## config.mk

```make
export PLATFORM = sky130hd
export DESIGN_NAME = fetch_sequencer
export DESIGN_NICKNAME = d
export VERILOG_FILES = /design/src/rtl/fetch_sequencer.sv
export SDC_FILE = /design/constraint.sdc
export NUM_CORES = 1
export LEC_CHECK = 0
export ABC_AREA = 1
export CAP_MARGIN = 10
export CORE_ASPECT_RATIO = 0.75
export CORE_MARGIN = 5
export CORE_UTILIZATION = 44
export DETAILED_ROUTE_END_ITERATION = 12
export PLACE_DENSITY = 0.77
export SLEW_MARGIN = 40
export SYNTH_ARGS = -nofsm -noshare
export SYNTH_HDL_FRONTEND = slang
export SYNTH_SLANG_ARGS = --single-unit
```

## constraint.sdc

```tcl
create_clock -name clk -period 6.3 [get_ports clk]
set_input_delay 1.26 -clock clk [delete_from_list [all_inputs] [get_ports clk]]
set_output_delay 1.26 -clock clk [all_outputs]
set_load 0.05 [all_outputs]
```

## src/rtl/fetch_sequencer.sv

```systemverilog
// Instruction-fetch stage: owns the PC, fetches one word per step over a
// req/ack handshake and holds it for one execute window.
module fetch_sequencer #(
  parameter logic [31:0] RESET_PC = 32'h0040_0000
) (
  input  logic        clk,
  input  logic        reset,
  output logic        imem_req,
  output logic [31:0] imem_addr,
  input  logic        imem_ack,
  input  logic [31:0] imem_rdata,
  output logic [31:0] instr,
  output logic [5:0]  opcode,
  output logic [5:0]  funct,
  output logic        instr_valid,
  output logic [31:0] pc,
  output logic [31:0] pc_plus4,
  input  logic        stall,
  input  logic        branch_taken,
  input  logic        jreg_taken,
  input  logic [31:0] jreg_target,
  output logic [31:0] retired
);

  typedef enum logic [1:0] {RST, FETCH, EXEC} state_t;

  state_t      state;
  logic [31:0] br_off;
  logic [31:0] next_pc;
  logic        unused_jt;

  assign pc_plus4  = pc + 32'd4;
  assign imem_addr = pc;
  assign opcode    = instr[31:26];
  assign funct     = instr[5:0];
  assign br_off    = {{14{instr[15]}}, instr[15:0], 2'b00};
  // jump targets are forced word-aligned, so the low two bits never matter
  assign unused_jt = &{1'b0, jreg_target[1:0]};

  always_comb begin
    next_pc = pc_plus4;
    if (jreg_taken)        next_pc = {jreg_target[31:2], 2'b00};
    else if (branch_taken) next_pc = pc_plus4 + br_off;
  end

  always_ff @(posedge clk) begin
    if (reset) begin
      state       <= RST;
      pc          <= RESET_PC;
      instr       <= '0;
      instr_valid <= 1'b0;
      imem_req    <= 1'b0;
      retired     <= '0;
    end else begin
      case (state)
        RST: begin
          state    <= FETCH;
          imem_req <= 1'b1;
        end
        FETCH: begin
          if (imem_ack) begin
            instr       <= imem_rdata;
            instr_valid <= 1'b1;
            imem_req    <= 1'b0;
            state       <= EXEC;
          end
        end
        EXEC: begin
          if (!stall) begin
            pc          <= next_pc;
            retired     <= retired + 32'd1;
            instr_valid <= 1'b0;
            imem_req    <= 1'b1;
            state       <= FETCH;
          end
        end
        default: begin
          state       <= RST;
          imem_req    <= 1'b0;
          instr_valid <= 1'b0;
        end
      endcase
    end
  end

endmodule
```

; ---- Word level (Yosys, flattened, before mapping)
; Index checks and enable logic that the tools add are counted.
[word_totals]
register_bits = 100
in_bits = 70
output_inout_bits = 174
elab_cells = 31
[op_classes]
addsub = 3
n_eq_ne = 4
muxes = 11
bitwise = 2
reduce_logical = 5
[op_table]
columns = cell, n
row1 = 32-bit two-way mux, 2
row2 = "32-bit by 1-bit adder with 32-bit output, second input constant", 1
row3 = "32-bit by 3-bit adder with 32-bit output, second input constant", 1
row4 = 32-bit adder, 1
row5 = 1-bit one-hot mux with 3 select lines, 2
row6 = 2-bit one-hot mux with 3 select lines, 1
row7 = 2-bit AND reduction, 3
row8 = 1-bit two-way mux, 4
row9 = 2-bit two-way mux, 2
row10 = "2-bit inequality test, second input constant", 2
row11 = 3-bit AND reduction, 1
row12 = "2-bit by 1-bit equality test with 1-bit output, second input constant", 1
row13 = "2-bit equality test, second input constant", 1
row14 = 2-bit zero test, 1
row15 = 1-bit NOT, 2

; ---- Longest topological paths before layout
[logic_depth]
depth_word = 4
depth_mapped = 26
depth_no_buf = 26

; ---- Worst setup path before layout
; OpenSTA, ideal clock, no wires.
[synth_path]
path_kind = register -> register
start = register pc[2] (netlist: imem_addr[2])
end = register pc[29] (netlist: imem_addr[29])
setup_time_ns = 0.120
arrival_time_ns = 3.706
required_time_ns = 6.180
slack_ns = 2.474
stages_incl_launch_ff = 19
path_buffers = 0
synth_period_minus_slack_ns = 3.826
cell_sequence = dfxtp_1 inv_2 nor2_4 nand2_4 nor2_2 xor2_1 ha_1 nand2_1 nor2_1 nor2_1 nor2_1 nor2_1 nor2_1 nor2_1 nand2_1 nand2_1 nand3_1 nand2_1 a21oi_1
[synth_between]
elab_chain_cells = 4
[synth_lines]
columns = element, line
row1 = start: declaration, 16  ; output logic [31:0] pc,
row2 = start signal: assignment, 70  ; pc <= next_pc;
row3 = 32-bit by 3-bit adder with 32-bit output, 32  ; assign pc_plus4 = pc + 32'd4;
row4 = net pc_plus4[2], 17  ; output logic [31:0] pc_plus4,
row5 = 32-bit adder, 43  ; else if (branch_taken) next_pc = pc_plus4 + br_off;
row6 = 32-bit two-way mux, 43
row7 = 32-bit two-way mux, 42  ; if (jreg_taken) next_pc = {jreg_target[31:2], 2'b00};
; The timed path passes the listed nets, and every way through them passes these cells.
; A chain may end at the register's enable or synchronous reset.

; ---- Final worst setup path
[layout_path]
start = register pc[2] (netlist: imem_addr[2])
end = output port pc_plus4[10]
[layout_between]
elab_chain_cells = 1
[layout_lines]
columns = element, line
row1 = 32-bit by 3-bit adder with 32-bit output, 32
row2 = end: declaration, 17
; No other way between the ends.

==> results.md <==
- Summing every instance area after synthesis gives 7550 µm².
- The number of optimization iterations in the first detailed-route pass is 5.
- The leftover overflow at the end of global routing is 0.
- The post-route total power is between 1.5 and 2 mW.
- The number of slew-limit violations in the final report is 0.
- The highest ir drop seen on vdd is between 100 and 150 µV.
- The layer flagged by global routing as most heavily used is met2.
- Data arrives at the worst endpoint at between 3 and 4 ns.
- The hold violation total from the final report came to 0.
- The kind of end point of the critical path is an output port.
- By area the synthesized netlist is led by dfxtp_1, nand2_1, nor2_1.
- Once detail routing completed, the nets flagged for antenna violations numbered 0.
- Along the worst path, the maximum fanout reaches 7.
- The floorplan step defined a die boundary enclosing around 20000 µm².
- For this run, the total global-route usage over all layers was measured as 26.9%.
- The insertion delay to the later sink of the worst-skew pair is approximately 0.36 ns.
- On the final layout, the worst hold slack is 0.506 ns.
- In the final design database the tool counted about 1.5k nets.
- The count of flip-flops with a built-in enable after synthesis is 0.
- The initial antenna violation count was 0.
- The worst path meets setup with 1.92 ns of slack.
- Summed over its instances, the top area cell type makes up between 20 and 30% of the synthesized netlist area.
- The critical path data required time is roughly 5.0 ns.
- Measured along the x axis, the die boundary spans approximately 160 µm.
- The maximum achievable frequency is around 230 MHz.
- The first global-routing pass estimated roughly 42000 µm of wire.
- The initial utilization of the core area, before any placement, comes to ~45%.
- The reported max-cap violation count is 0.
- The cts-stage hold buffer count is 0.
- The run finished with clean final reports.
- STA classifies the critical path startpoint as a register.
- The total power density per cell area is around 170 nW/µm².
- The core outline area is 16800 µm².
- The via count of the first global-routing pass was about 8k.
- The Yosys step of the flow raised 0 warnings.
- Entering global routing, the biggest net connects 43 pins.
- Once the clock tree was built, the setup fixing pass inserted 0 buffers.
- The number of buffers created by CTS is 9.
- The CTS tree is built.
- The number of unique standard cell types used by synthesis is 48.
- The number of cell rows is 41.
- The number of input and output port buffers inserted is between 200 and 250.
- The largest clock skew in the final design is ~0.013 ns.
- In the final layout, the share of cells above drive strength 1 is 5.35%.
- The synthesis-to-layout area growth is 32.9%.
- The global-route track usage on met2 is 41.9%.
- The mean number of vias per cell is around 5.3.
- The clock tree synthesis step divided the H-tree into 3 levels.
- The post-route setup TNS is 0 ns.
- A synthesized cell averages ~6.4 µm².
- Setup repair after global routing left no endpoint under its margin.
- The post-cts sizing count is 0.
- The cell count after synthesis is ~1.2k.
- The type of the setup path with the least slack is reg2out.
- The first routing iteration left about 750 violations.
- The total routed wirelength is roughly 28000 µm.
- Dividing the final minimum period by the clock period gives a little under 70%.
- The number of design rule violations left after detail routing is 0.
- For met1 alone, demand over resource in global routing was between 30% and 40%.
- The headroom to the max-slew limit is a little under three fifths.
- The analysis attributes to cell leakage a power of roughly 4.3 nW.
- The CTS clock-pin slew for the worst setup and hold paths is about 0.070 ns.
- Counting I/O delays and the setup requirement, the final critical path takes 4.38 ns.
- The overall via count from detail_route is ~8.4k.
- The number of antenna diodes in the final layout is 0.
- The vertical extent of the die is between 100 and 150 µm.
- The number of clock sinks is a little under 100.
- Of all flip-flops after synthesis, the portion carrying an async set or reset was 0%.
- The most used flip-flop cell after synthesis is dfxtp_1.
- The actual slew at the worst max-slew pin is approximately 0.66 ns.
- The part of the Yosys area used for sequential elements is about a quarter.
- The routed length per instance is ~18 µm.
- Synthesis inferred between 90 and 100 register bits.
- The type of the worst min-delay path is reg2reg.
- The weighted congestion reported at the end of routability-driven placement is roughly 0.96.
- The top-level port count is around 240.
- The met3 layer usage reported by global route is 8.16%.
- The HPWL after detailed placement is 21300 µm.
- The biggest area contributor in the post-synthesis netlist is dfxtp_1.
- The clock root buffer is clkbuf_16.
- Setup violations remaining at the end of the flow were counted as 0.
- The number of buffers on the longest clock path is 2.
- Prior to clock tree synthesis, the placed netlist has a worst setup slack of 2.29 ns.
## cells by family after synthesis
group           synth area share (%)
other cells                   0.0497
simple gates                    32.5
compound gates                  17.0
flops                           25.7
buf+inv                         12.6
fa+ha+maj                       6.39
xor+xnor                        5.78
## cell usage in the layout, fill, tap and decap left out, types with 5 or more instances in the layout
master           count
nor3_1              20
xnor2_1              8
nand4_1             20
nor2_1             185
dfxtp_1             97
nand2_2              8
ha_1                37
o21bai_1            11
o21ai_0             95
nand3_1             47
buf_4                7
inv_2                7
clkbuf_16            9
inv_1              111
nor2_4               7
xor2_1              40
clkdlybuf4s50_1    235
nand2_1            233
o211ai_1             5
nor2_2              12
a21oi_1            113
nand3b_1             7
conb_1               6
## power breakdown
part	internal (mW)	total (mW)	switching, mW
combinational	0.172	0.501	0.329
sequential	0.638	0.672	0.0339
clock	0.275	0.547	0.272
## per-layer routing
metal	up-vias	wire, µm
li1	4162	-
met1	3787	12600
met2	397	11900
met3	26	2840
met4	0	325
met5	-	0
## registers in the layout, indices dropped and copies added, names as in the netlist
| name | count |
|---|---|
| instr | 32 |
| retired | 32 |
| imem_addr | 30 |
| state | 2 |
| instr_valid | 1 |
## final timing paths
kind	start	end	slack, ns	depth (start not counted)
setup / recovery	imem_addr[2]	pc_plus4[10]	1.92	10
hold / removal	retired[13]	retired[13]	0.51	2
setup reg to reg	imem_addr[2]	imem_addr[24]	2.53	21
hold reg to reg	retired[13]	retired[13]	0.51	2
## worst max-delay path, cell delays in order (launching register included)
cell	delay [ns]
dfxtp_1	0.51
ha_1	0.30
nand2_1	0.10
nor2_2	0.12
inv_1	0.07
nor2_2	0.21
inv_2	0.05
nor2_2	0.14
nor2_1	0.06
nor2_1	0.31
clkdlybuf4s50_1	0.88
## through the flow
step	cells	utilization [%]	area, µm²
after floorplan	1191	-	7570
after global placement	1564	57.9	9750
after detailed placement	1564	58.0	9750
after CTS	1580	59.6	10000
after global routing	1580	59.6	10000
final	1580	59.6	10000
## synth_stat cells, types with 33 or more instances
cell / n
nand2_1: 233
nor2_1: 186
inv_1: 114
a21oi_1: 113
dfxtp_1: 97
o21ai_0: 95
buf_4: 48
nand3_1: 47
xor2_1: 40
ha_1: 37
clkbuf_1: 33
## final cells by class
type | count | area, µm²
Sequential cell | 97 | 1940
Tap cell | 215 | 269
Inverter | 120 | 450
Multi-Input combinational cell | 890 | 4690
Clock inverter | 6 | 51.3
Fill cell | 1649 | 6790
Clock buffer | 10 | 229
Timing Repair Buffer | 242 | 2400
Power figures use the tool's default switching activity.
